<file path="src/rtl/pipe_mux_sel.sv">
// pipe_mux_sel
//   N-way, WIDTH-bit operand select feeding a registered pipeline stage with a
//   valid/ready handshake and a 2-entry skid buffer (main + skid register).
//   Full throughput without a combinational out_ready -> in_ready path.
//
// Parameters:
//   WIDTH  data width of each input and of the output
//   N      number of selectable inputs (2..16)
//   SEL_W  derived select width, max(1, $clog2(N)); not overridable
//
// Ports:
//   clk        rising-edge clock
//   reset      synchronous active-high reset
//   in_data    packed inputs, input k at [k*WIDTH +: WIDTH]
//   sel        binary select, sampled with in_data on accept
//   in_valid   upstream presents in_data/sel
//   in_ready   block can accept this cycle (registered)
//   out_data   selected word at head of stage (registered)
//   out_valid  out_data valid (registered)
//   out_ready  downstream consumes out_data this cycle
//   sel_err    only with MUX_SEL_CHECK_EN: one-cycle pulse after an accept
//              with sel >= N (registered)
//
// Build option: define MUX_SEL_CHECK_EN to add the sel_err port/check.
// Out-of-range sel always delivers all-zero data.

module pipe_mux_sel #(
  parameter int unsigned WIDTH = 32,
  parameter int unsigned N     = 4,
  localparam int unsigned SEL_W = (N > 2) ? $clog2(N) : 1
) (
  input  logic               clk,
  input  logic               reset,
  input  logic [N*WIDTH-1:0] in_data,
  input  logic [SEL_W-1:0]   sel,
  input  logic               in_valid,
  output logic               in_ready,
  output logic [WIDTH-1:0]   out_data,
  output logic               out_valid,
  input  logic               out_ready
`ifdef MUX_SEL_CHECK_EN
  ,
  output logic               sel_err
`endif
);

  typedef enum logic [1:0] {
    ST_EMPTY,
    ST_ONE,
    ST_FULL
  } state_t;

  state_t           r_state;
  logic [WIDTH-1:0] r_main;
  logic [WIDTH-1:0] r_skid;
  logic             r_out_valid;
  logic             r_in_ready;

  logic [WIDTH-1:0] w_sel_word;
  logic             w_accept;
  logic             w_release;

  // Unmatched select values fall through to the zero default.
  always_comb begin
    w_sel_word = '0;
    for (int unsigned k = 0; k < N; k++) begin
      if (sel == SEL_W'(k)) begin
        w_sel_word = in_data[k*WIDTH +: WIDTH];
      end
    end
  end

  assign w_accept  = in_valid & r_in_ready;
  assign w_release = r_out_valid & out_ready;

  // in_ready/out_valid are registered alongside the state so every output
  // comes straight from a flop.
  always_ff @(posedge clk) begin
    if (reset) begin
      r_state     <= ST_EMPTY;
      r_main      <= '0;
      r_skid      <= '0;
      r_out_valid <= 1'b0;
      r_in_ready  <= 1'b0;
    end else begin
      r_in_ready <= 1'b1;
      case (r_state)
        ST_EMPTY: begin
          if (w_accept) begin
            r_main      <= w_sel_word;
            r_out_valid <= 1'b1;
            r_state     <= ST_ONE;
          end
        end
        ST_ONE: begin
          if (w_accept && w_release) begin
            r_main <= w_sel_word;
          end else if (w_accept) begin
            r_skid     <= w_sel_word;
            r_in_ready <= 1'b0;
            r_state    <= ST_FULL;
          end else if (w_release) begin
            r_out_valid <= 1'b0;
            r_state     <= ST_EMPTY;
          end
        end
        ST_FULL: begin
          if (w_release) begin
            r_main  <= r_skid;
            r_state <= ST_ONE;
          end else begin
            r_in_ready <= 1'b0;
          end
        end
        default: begin
          r_out_valid <= 1'b0;
          r_state     <= ST_EMPTY;
        end
      endcase
    end
  end

  assign in_ready  = r_in_ready;
  assign out_data  = r_main;
  assign out_valid = r_out_valid;

`ifdef MUX_SEL_CHECK_EN
  logic r_sel_err;
  logic w_sel_ok;

  assign w_sel_ok = (32'(sel) < N);

  always_ff @(posedge clk) begin
    if (reset) begin
      r_sel_err <= 1'b0;
    end else begin
      r_sel_err <= w_accept & ~w_sel_ok;
    end
  end

  assign sel_err = r_sel_err;
`endif

endmodule

</file>
<file path="config.mk">
export PLATFORM = sky130hd
export DESIGN_NAME = pipe_mux_sel
export DESIGN_NICKNAME = d
export VERILOG_FILES = /design/src/rtl/pipe_mux_sel.sv
export SDC_FILE = /design/constraint.sdc
export NUM_CORES = 1
export LEC_CHECK = 0
export CAP_MARGIN = 40
export CORE_ASPECT_RATIO = 1.75
export CORE_UTILIZATION = 48
export DETAILED_ROUTE_END_ITERATION = 6
export PLACE_DENSITY = 0.95
export SLEW_MARGIN = 20
export SYNTH_ARGS = -nofsm -noshare
export SYNTH_HDL_FRONTEND = slang
export SYNTH_SLANG_ARGS = --single-unit
export TNS_END_PERCENT = 50
</file>
<file path="constraint.sdc">
create_clock -name clk -period 3.2 [get_ports clk]
set_clock_uncertainty 0.05 [all_clocks]
set_input_delay 0.64 -clock clk [delete_from_list [all_inputs] [get_ports clk]]
set_output_delay 0.64 -clock clk [all_outputs]
set_load 0.05 [all_outputs]
</file>
==> results_dict.tcl, run 1 <==
set metrics [dict create \
    dieHeight_um 126 \
    timing.setup.tns_ns 0 \
    drive_above_1_share_pct 10.4 \
    antenna_cells 0 \
    yosys_warnings 0 \
    cts.repair.resized 0 \
    dr_total_vias 4315 \
    report.final.setup_viol 0 \
    critPathMaxFanout 18 \
    die_area_sq_mm 0.00915 \
    timing.final.crit_share_pct 77.6 \
    finalHoldViolCount 0 \
    nNetsFinal 752 \
    crit_path_top_delay_cell "sky130_fd_sc_hd__nand2b_1" \
    postCtsSetupRepairBufs 0 \
    synthMuxAreaShare_pct 15.2 \
    register_to_register_setup_slack_ns 0.72 \
    timing.rr.start "r_state[0]" \
    critical_path.endpoint_type "register" \
    max_freq_ghz 0.402 \
    critical_path.cell_chain "inv_1, ha_1, buf_4, nand2b_1, buf_4, o221ai_1, nor2_1, nor3_2" \
    synth_xor_area_share_pct 0 \
    clock_tree.htree_level_count 3 \
    footprint_of_the_multi_input_gates_sq_mm 0.00248 \
    max_slew.worst_pin.slew_ns 0.694 \
    synth_top_family_by_area "simple AND/OR/NAND/NOR gates" \
    postSynthAreaPerCell_sq_um 9.00 \
    wire_length_of_the_first_global_routing_pass_um 20400 \
    timing.max_slew.rel_slack_pct 53.8 \
    maxCapViolations 0 \
    cpLargestDelayFamily "simple AND/OR/NAND/NOR gates" \
    synthCells 467 \
    status "completed" \
    pin_count_of_the_biggest_net_entering_global_routing 38 \
    post_synth_top_area_share_pct 32.4 \
    hold_buffers 0 \
    yosys.area_share.adder_pct 1.49 \
    io_pins 168 \
    drtPass1Iterations 5 \
    overflow 0 \
    numCtsBuffers 9 \
    critPathArrivalTime_ns 2.63 \
    global_route.usage.total_pct 28.9 \
    power_after_layout_mw 4.34 \
    area_growth_from_synthesis_to_final_layout_pct 44.4 \
    worst_hold_path.endpoint "r_skid[11]" \
    topRoutingLayerUsed "met4" \
    syn-cell-area_sq_mm 0.00420 \
    start_util_pct 50.2 \
    drt_antenna_net_count 0 \
    critical_path.n_buffers_inverters 3 \
    final-seq-area_sq_mm 0.00136 \
    worstSetupPathType "reg -> reg" \
    cts_tree "done" \
    worst_skew_pair.late_latency_ns 0.33 \
    cpMostUsedCell "sky130_fd_sc_hd__buf_4" \
    number_of_nets_in_the_synthesized_netlist 606 \
    vias_per_cell 5.89 \
    detail_route.wirelength_um 13200 \
    critPathMaxStageDelay_ns 0.59 \
    met2_wirelength_from_detailed_routing_um 7210 \
    place.detailed.hpwl_um 9470 \
    drc 0 \
    clock_tree.root_cell "sky130_fd_sc_hd__clkbuf_16" \
    timing.final.ws_setup_ns 0.715 \
    numPortBuffers 167 \
    yosys.area_share.simple_pct 25.4 \
    timing.hold.worst_path_depth 1 \
    timing.rr.end "out_data[4]" \
    dpl_worst_slack_ns 0.665 \
    routabilityCongestion 0.833 \
    finalNonFillerCells 733 \
    coreArea_sq_mm 0.00837 \
    hold_ws_ns 0.416 \
    max_slew_violation_count 0 \
    initial_antenna_violation_count 0 \
    die_width_um 72.7 \
    placement_rows 44 \
    synth-seq-area-share_pct 32.4 \
    period_minus_slack_ns 2.48 \
    pwr_dens_mw_per_mm2 716 \
    synth.lib_cells_used.distinct 30 \
    worst_hold_startpoint "r_skid[11]" \
    cts.reportedPaths.clkPinSlew_ns 0.05 \
    worst_setup_path_start_kind "register" \
    ir_drop_uv 454 \
    max-clock-path-buffers 2 \
    cellLeakagePower_nw 2.37 \
    synth_compound_area_share_pct 16.7 \
    detailroute.wirelength.met3_um 809 \
    fillCellCount 612 \
    synth_largest_area_cell "sky130_fd_sc_hd__dfxtp_1" \
    synth.area.top_cells "sky130_fd_sc_hd__dfxtp_1, sky130_fd_sc_hd__mux2i_1, sky130_fd_sc_hd__a32o_1" \
    drt-initial-drc-count 399 \
    grt_pass1_vias 4341 \
    grt_setup_unrepaired "no" \
    ys_ff_latch 68 \
    holdCritPathClass "reg -> reg" \
    placedCellCount 716 \
    cts.sinks 68 \
    cp.required_ns 3.34 \
    worst-r2r-cell-count 8 \
    detail_route.wirelength.met1_um 4470 \
    drt-wirelength-per-cell_um 18.0 \
]
==> how the worst max path moves through the flow <==
stage                from          end  cells past startpoint
2_1_floorplan    in_ready   r_state[1]                      4
3_3_place_gp       sel[1]  out_data[4]                      6
3_5_place_dp       sel[1]  out_data[4]                      6
4_1_cts        r_state[0]  out_data[4]                      8
5_1_grt        r_state[0]  out_data[4]                      8
6_report       r_state[0]  out_data[4]                      8
==> final cells by class <==
class | count | share of cell area, %
multi-input cells | 351 | 40.9
flip-flops and latches | 68 | 22.4
clock buffers | 11 | 4.00
repair buffers | 179 | 29.6
clock inverters | 5 | 0.454
inverters | 4 | 0.248
well taps | 115 | 2.37
==> per-layer routing <==
metal | track usage [%] | vias to the layer above
met2 | 53.9 | 234
met3 | 3.76 | 56
met4 | 18.8 | 0
li1 | - | 1987
met1 | 28.7 | 2038
met5 | 0 | -
==> power breakdown <==
group          internal (mW)  leakage, nW  switching, mW  total (mW)
combinational          0.814         1.68           1.41        2.23
sequential              1.07        0.556          0.143        1.22
clock                  0.539        0.135          0.359       0.898
total                   2.43         2.37           1.92        4.34
==> worst reg2reg max path, delay by kind of cell, from the launching register on <==
family                   cells  cell delay (ns)
AO/OA/AOI/OAI                1             0.17
adder cells (fa/ha/maj)      1             0.19
buffers and inverters        3             0.70
flip-flops                   1             0.34
AND/OR/NAND/NOR              3             0.90
==> kinds of logic (layout without fill, tap and decap cells) <==
| logic type | Yosys count | in the layout |
|---|---|---|
| adder cells (fa/ha/maj) | 5 | 5 |
| AO/OA/AOI/OAI | 77 | 77 |
| multiplexers | 64 | 64 |
| AND/OR/NAND/NOR | 205 | 205 |
| buffers and inverters | 48 | 199 |
| flip-flops | 68 | 68 |
==> sequential cells by signal, summed over array words and instances (netlist names) <==
| name | cells |
|---|---|
| r_skid | 32 |
| in_ready | 1 |
| out_data | 32 |
| out_valid | 1 |
| r_state | 2 |
==> placed cells by master (no fill, tap or decap), drive strengths merged, types with 2 or more instances in the layout <==
master	Yosys	layout
clkdlybuf4s50	0	164
dfxtp	68	68
nand2	66	66
nor2	66	66
mux2i	64	64
nand2b	33	33
a32o	33	33
nor3	33	33
o221ai	32	32
buf	35	15
clkbuf	9	11
ha	5	5
inv	4	4
clkinv	0	4
and3	3	3
nand3	3	3
a21oi	3	3
o2bb2ai	2	2
a211oi	2	2
==> synth_stat cells <==
cell	n
sky130_fd_sc_hd__or2_1	1
sky130_fd_sc_hd__mux2i_1	64
sky130_fd_sc_hd__a311oi_1	1
sky130_fd_sc_hd__inv_1	4
sky130_fd_sc_hd__a31o_1	1
sky130_fd_sc_hd__nor2_1	66
sky130_fd_sc_hd__buf_8	1
sky130_fd_sc_hd__o21ai_0	1
sky130_fd_sc_hd__and3_1	3
sky130_fd_sc_hd__nor3_2	32
sky130_fd_sc_hd__buf_2	13
sky130_fd_sc_hd__a22o_1	1
sky130_fd_sc_hd__buf_1	1
sky130_fd_sc_hd__ha_1	5
sky130_fd_sc_hd__o2bb2ai_1	2
sky130_fd_sc_hd__o221ai_1	32
sky130_fd_sc_hd__dfxtp_1	68
sky130_fd_sc_hd__a21oi_1	1
sky130_fd_sc_hd__nand2_1	66
sky130_fd_sc_hd__buf_12	4
sky130_fd_sc_hd__nand2b_1	33
sky130_fd_sc_hd__a31oi_1	1
sky130_fd_sc_hd__clkbuf_1	9
sky130_fd_sc_hd__nand3_1	3
sky130_fd_sc_hd__a211oi_1	2
sky130_fd_sc_hd__nor3_1	1
sky130_fd_sc_hd__a21oi_2	2
sky130_fd_sc_hd__buf_6	9
sky130_fd_sc_hd__buf_4	7
sky130_fd_sc_hd__a32o_1	33
==> metrics by stage <==
stage | utilization, % | area, sq um
6_report | 72.5 | 6070
2_1_floorplan | - | 4200
3_5_place_dp | 68.9 | 5770
4_1_cts | 72.2 | 6040
3_3_place_gp | 68.9 | 5770
5_1_grt | 72.5 | 6070
(Power assumes the default switching activity.)
==> inputs of run 2 (changes only) <==
--- a/config.mk
+++ b/config.mk
@@ -7,9 +7,9 @@
 export LEC_CHECK = 0
 export CAP_MARGIN = 40
 export CORE_ASPECT_RATIO = 1.75
-export CORE_UTILIZATION = 48
+export CORE_UTILIZATION = 44
 export DETAILED_ROUTE_END_ITERATION = 6
-export PLACE_DENSITY = 0.95
+export PLACE_DENSITY = 0.88
 export SLEW_MARGIN = 20
 export SYNTH_ARGS = -nofsm -noshare
 export SYNTH_HDL_FRONTEND = slang
==> constraint.sdc (replaced) <==
create_clock -name clk -period 2.3 [get_ports clk]
set_clock_uncertainty 0.05 [all_clocks]
set_input_delay 0.46 -clock clk [delete_from_list [all_inputs] [get_ports clk]]
set_output_delay 0.46 -clock clk [all_outputs]
set_load 0.05 [all_outputs]
==> results_dict.tcl, run 2 (synthesized netlist as in run 1, its figures left out) <==
set metrics [dict create \
    postCtsSetupRepairBufs 0 \
    final_common_cell "sky130_fd_sc_hd__clkdlybuf4s50_1" \
    cts_tree "done" \
    global_route.usage.total_pct 25.9 \
    power_after_layout_mw 6.21 \
    max_freq_ghz 0.466 \
    critPathArrivalTime_ns 1.63 \
    max_slew_violation_count 0 \
    start_util_pct 45.9 \
    worst_setup_path_start_kind "register" \
    p_sw_share_pct 42.5 \
    finalHoldViolCount 0 \
    register_to_register_setup_slack_ns 0.25 \
    worstSetupPathType "reg -> out" \
    worst_hold_path.endpoint "r_skid[18]" \
    placedInstanceArea_sq_mm 0.00583 \
    timing.final.crit_share_pct 93.2 \
    critical_path.n_buffers_inverters 1 \
    initial_antenna_violation_count 0 \
    max_slew.worst_pin.slew_ns 0.572 \
    holdCritPathClass "reg -> reg" \
    worst-r2r-cell-count 7 \
    period_minus_slack_ns 2.14 \
    finalNonFillerCells 744 \
    timing.setup.tns_ns 0 \
    pwr_dens_mw_per_mm2 1000 \
    dieHeight_um 131 \
    timing.rr.end "out_data[23]" \
    antenna_cells 0 \
    detail_route.wirelength_um 12800 \
    timing.max_slew.rel_slack_pct 61.7 \
    cpLargestDelayFamily "buffers and inverters" \
    vias_per_cell 5.65 \
    timing.rr.start "r_state[0]" \
    worst_hold_startpoint "r_skid[18]" \
    drt_antenna_net_count 0 \
    drc 0 \
    critPathMaxFanout 7 \
    drt-wirelength-per-cell_um 17.2 \
    cts.sinks 68 \
    crit_path_top_delay_cell "sky130_fd_sc_hd__clkdlybuf4s50_1" \
    area_growth_from_synthesis_to_final_layout_pct 47.0 \
    pin_count_of_the_biggest_net_entering_global_routing 47 \
    timing.final.ws_setup_ns 0.156 \
    placement_rows 46 \
    cellLeakagePower_nw 2.42 \
    intPower_mw 3.57 \
    overflow 0 \
    maxCapViolations 0 \
    cts.repair.resized 0 \
    place.detailed.hpwl_um 9400 \
    cp.required_ns 1.79 \
    report.final.setup_viol 0 \
    die_width_um 75.9 \
    switchingPower_mw 2.64 \
    numPortBuffers 167 \
    placedCellCount 727 \
    hold_ws_ns 0.413 \
    p_clk_share_pct 23.6 \
    sequentialPowerShare_pct 26.9 \
    critical_path.cell_chain "clkdlybuf4s50_1" \
    drt-initial-drc-count 404 \
    io_pins 168 \
    hold_buffers 0 \
    ir_drop_uv 763 \
    die_area_sq_mm 0.00996 \
    cts.reportedPaths.clkPinSlew_ns 0.05 \
    final_area_sq_mm 0.00618 \
    layout_common_cells "sky130_fd_sc_hd__clkdlybuf4s50_1, sky130_fd_sc_hd__dfxtp_1, sky130_fd_sc_hd__nand2_1, sky130_fd_sc_hd__nor2_1, sky130_fd_sc_hd__mux2i_1" \
    critPathMaxStageDelay_ns 0.85 \
    dr_total_vias 4204 \
    grt_setup_unrepaired "no" \
    worst_skew_pair.late_latency_ns 0.34 \
    clock_tree.root_cell "sky130_fd_sc_hd__clkbuf_16" \
    comb_power_share_pct 49.5 \
    routabilityCongestion 0.844 \
    critical_path.endpoint_type "output port" \
    dpl_worst_slack_ns 0.0783 \
    wire_length_of_the_first_global_routing_pass_um 19600 \
    timing.hold.worst_path_depth 1 \
    grt_pass1_vias 4190 \
    numCtsBuffers 9 \
    max-clock-path-buffers 2 \
    nNetsFinal 758 \
    clock_tree.htree_level_count 3 \
    drtPass1Iterations 5 \
    status "completed" \
    coreArea_sq_mm 0.00915 \
    drive_above_1_share_pct 11.4 \
    utilization_pct 67.5 \
]
-- run 2: power by group through the flow --
stage               Sequential (mW)  Combinational, mW  Clock [mW]
floorplan                      2.56               1.19           0
global placement               1.67               2.98           0
detailed placement             1.69               3.05           0
CTS                            1.67               3.07        1.47
global route                   1.70               3.26        1.52
finish                         1.67               3.07        1.46
-- run 2: area by class of cell --
cell class / instances / area (sq um)
Timing Repair Buffer: 185 / 1850
Clock inverter: 7 / 91.3
Tap cell: 120 / 150
Multi-Input combinational cell: 351 / 2480
Inverter: 4 / 15.0
Sequential cell: 68 / 1360
Fill cell: 705 / 2980
Clock buffer: 9 / 225
-- run 2: per-layer routing --
layer / GRT usage (%) / vias up / share of wire, %
li1: - / 1990 / -
met2: 46.7 / 194 / 55
met1: 26.1 / 1967 / 34
met5: 0 / - / 0
met3: 3.37 / 53 / 6.1
met4: 16.6 / 0 / 5.2
-- run 2: how the worst max path moves through the flow --
stage | slack, ns | cells after the start | endpoint | from
floorplan | 0.62 | 4 | r_state[1] | in_ready
global route | 0.13 | 1 | out_valid | out_valid
detailed placement | 0.08 | 5 | r_skid[30] | in_valid
global placement | 0.18 | 5 | r_skid[5] | in_valid
finish | 0.16 | 1 | out_valid | out_valid
CTS | 0.15 | 1 | out_valid | out_valid
==> inputs of run 3 (changes only) <==
--- a/config.mk
+++ b/config.mk
@@ -5,9 +5,12 @@
 export SDC_FILE = /design/constraint.sdc
 export NUM_CORES = 1
 export LEC_CHECK = 0
-export CAP_MARGIN = 40
+export CAP_MARGIN = 10
+export CELL_PAD_IN_SITES_DETAIL_PLACEMENT = 1
+export CELL_PAD_IN_SITES_GLOBAL_PLACEMENT = 1
 export CORE_ASPECT_RATIO = 1.75
-export CORE_UTILIZATION = 44
+export CORE_MARGIN = 2
+export CORE_UTILIZATION = 32
 export DETAILED_ROUTE_END_ITERATION = 6
 export PLACE_DENSITY = 0.88
 export SLEW_MARGIN = 20
==> results_dict.tcl, run 3 (synthesized netlist as in run 1, its figures left out) <==
set metrics [dict create \
    maxCapViolations 0 \
    dr_total_vias 4214 \
    finalNonFillerCells 791 \
    pin_count_of_the_biggest_net_entering_global_routing 37 \
    footprint_of_the_multi_input_gates_sq_mm 0.00248 \
    switchingPower_mw 2.72 \
    worstSetupStartpoint "out_valid" \
    max_freq_ghz 0.470 \
    numCtsBuffers 9 \
    worst_setup_path_start_kind "register" \
    intPower_mw 3.35 \
    placedCellCount 775 \
    worst_skew_pair.late_latency_ns 0.34 \
    clock_tree.root_cell "sky130_fd_sc_hd__clkbuf_16" \
    drt_antenna_net_count 0 \
    critical_path.cell_chain "clkdlybuf4s50_1" \
    pwr_dens_mw_per_mm2 985 \
    coreArea_sq_mm 0.0129 \
    postCtsSetupRepairBufs 0 \
    timing.setup.tns_ns 0 \
    dieHeight_um 156 \
    status "completed" \
    layout_common_cells "sky130_fd_sc_hd__clkdlybuf4s50_1, sky130_fd_sc_hd__dfxtp_1, sky130_fd_sc_hd__nand2_1, sky130_fd_sc_hd__nor2_1, sky130_fd_sc_hd__mux2i_1" \
    finalHoldViolCount 0 \
    placement_rows 55 \
    cellLeakagePower_nw 2.38 \
    cts.sinks 68 \
    sequentialPowerShare_pct 27.6 \
    area_growth_from_synthesis_to_final_layout_pct 46.6 \
    die_area_sq_mm 0.0141 \
    drt-initial-drc-count 211 \
    initial_antenna_violation_count 0 \
    antenna_cells 0 \
    final-seq-area_sq_mm 0.00136 \
    critPathMaxStageDelay_ns 0.84 \
    cpLargestDelayFamily "buffers and inverters" \
    timing.final.crit_share_pct 92.5 \
    ir_drop_uv 595 \
    worst_hold_startpoint "r_skid[9]" \
    timing.rr.start "r_state[0]" \
    final_common_cell "sky130_fd_sc_hd__clkdlybuf4s50_1" \
    report.final.setup_viol 0 \
    p_clk_share_pct 20.9 \
    cp.required_ns 1.79 \
    routabilityCongestion 0.786 \
    power_after_layout_mw 6.07 \
    drive_above_1_share_pct 10.8 \
    drt-wirelength-per-cell_um 19.5 \
    timing.max_slew.rel_slack_pct 40.3 \
    worstSetupPathType "reg -> out" \
    start_util_pct 32.6 \
    period_minus_slack_ns 2.13 \
    cts.repair.resized 0 \
    grt_setup_unrepaired "no" \
    max_slew_violation_count 0 \
    critPathMaxFanout 7 \
    p_sw_share_pct 44.8 \
    crit_path_top_delay_cell "sky130_fd_sc_hd__clkdlybuf4s50_1" \
    max-clock-path-buffers 2 \
    drtPass1Iterations 5 \
    hold_ws_ns 0.419 \
    detail_route.wirelength_um 15400 \
    global_route.usage.total_pct 21.5 \
    fillCellCount 1481 \
    wire_length_of_the_first_global_routing_pass_um 23800 \
    max_slew.worst_pin.slew_ns 0.893 \
    cts_tree "done" \
    comb_power_share_pct 51.5 \
    numPortBuffers 167 \
    drc 0 \
    die_width_um 90.6 \
    register_to_register_setup_slack_ns 0.22 \
    clock_tree.htree_level_count 3 \
    critical_path.n_buffers_inverters 1 \
    io_pins 168 \
    hold_buffers 0 \
    nNetsFinal 754 \
    holdCritPathClass "reg -> reg" \
    vias_per_cell 5.33 \
    overflow 0 \
    place.detailed.hpwl_um 11500 \
    critical_path.endpoint_type "output port" \
    grt_pass1_vias 4689 \
    cts.reportedPaths.clkPinSlew_ns 0.06 \
    critPathArrivalTime_ns 1.62 \
    utilization_pct 47.9 \
]
-- run 3: cell count changes in the layout (fill, tap and decap cells not counted) --
cell / previous run / this run
sky130_fd_sc_hd__buf_4: 15 / 11
sky130_fd_sc_hd__clkinv_2: 3 / 4
sky130_fd_sc_hd__buf_16: 1 / 0
sky130_fd_sc_hd__clkbuf_1: 0 / 1
sky130_fd_sc_hd__clkinv_4: 1 / 0
sky130_fd_sc_hd__bufinv_16: 2 / 0
sky130_fd_sc_hd__ha_1: 5 / 4
sky130_fd_sc_hd__clkbuf_8: 0 / 1
sky130_fd_sc_hd__buf_12: 3 / 4
sky130_fd_sc_hd__ha_2: 0 / 1
-- run 3: area by class of cell --
class,instances,area share (%)
flip-flops and latches,68,22.1
clock buffers,11,3.94
well taps,171,3.47
repair buffers,181,29.5
clock inverters,5,0.447
multi-input cells,351,40.3
inverters,4,0.244
-- run 3: per-stage QoR --
stage                     instance area (sq um)  setup WS, ns
after floorplan                            4200         0.616
after global placement                     5890         0.132
after detailed placement                   5890        0.0598
after CTS                                  6160         0.165
after global routing                       6160         0.120
final                                      6160         0.173
-- run 3: path summary, 6_finish.rpt --
check / endpoint / depth (start not counted)
worst max-delay path: out_valid / 1
worst min register to register: r_skid[9] / 1
worst min-delay path: r_skid[9] / 1
worst max register to register: out_data[28] / 7
-- run 3: power groups by stage --
stage | sequential (mW) | clock, mW | combinational, mW
finish | 1.67 | 1.27 | 3.12
global route | 1.71 | 1.34 | 3.30
CTS | 1.68 | 1.29 | 3.14
detailed placement | 1.70 | 0 | 3.11
global placement | 1.67 | 0 | 3.02
floorplan | 2.56 | 0 | 1.19
-- run 3: layer usage --
metal  track usage [%]  vias to the layer above  wire [um]
met3              2.90                       41        530
met4              12.7                        0        712
met1              20.1                     2064       5330
li1                  -                     1988          -
met2              43.2                      121       8820
met5                 0                        -          0
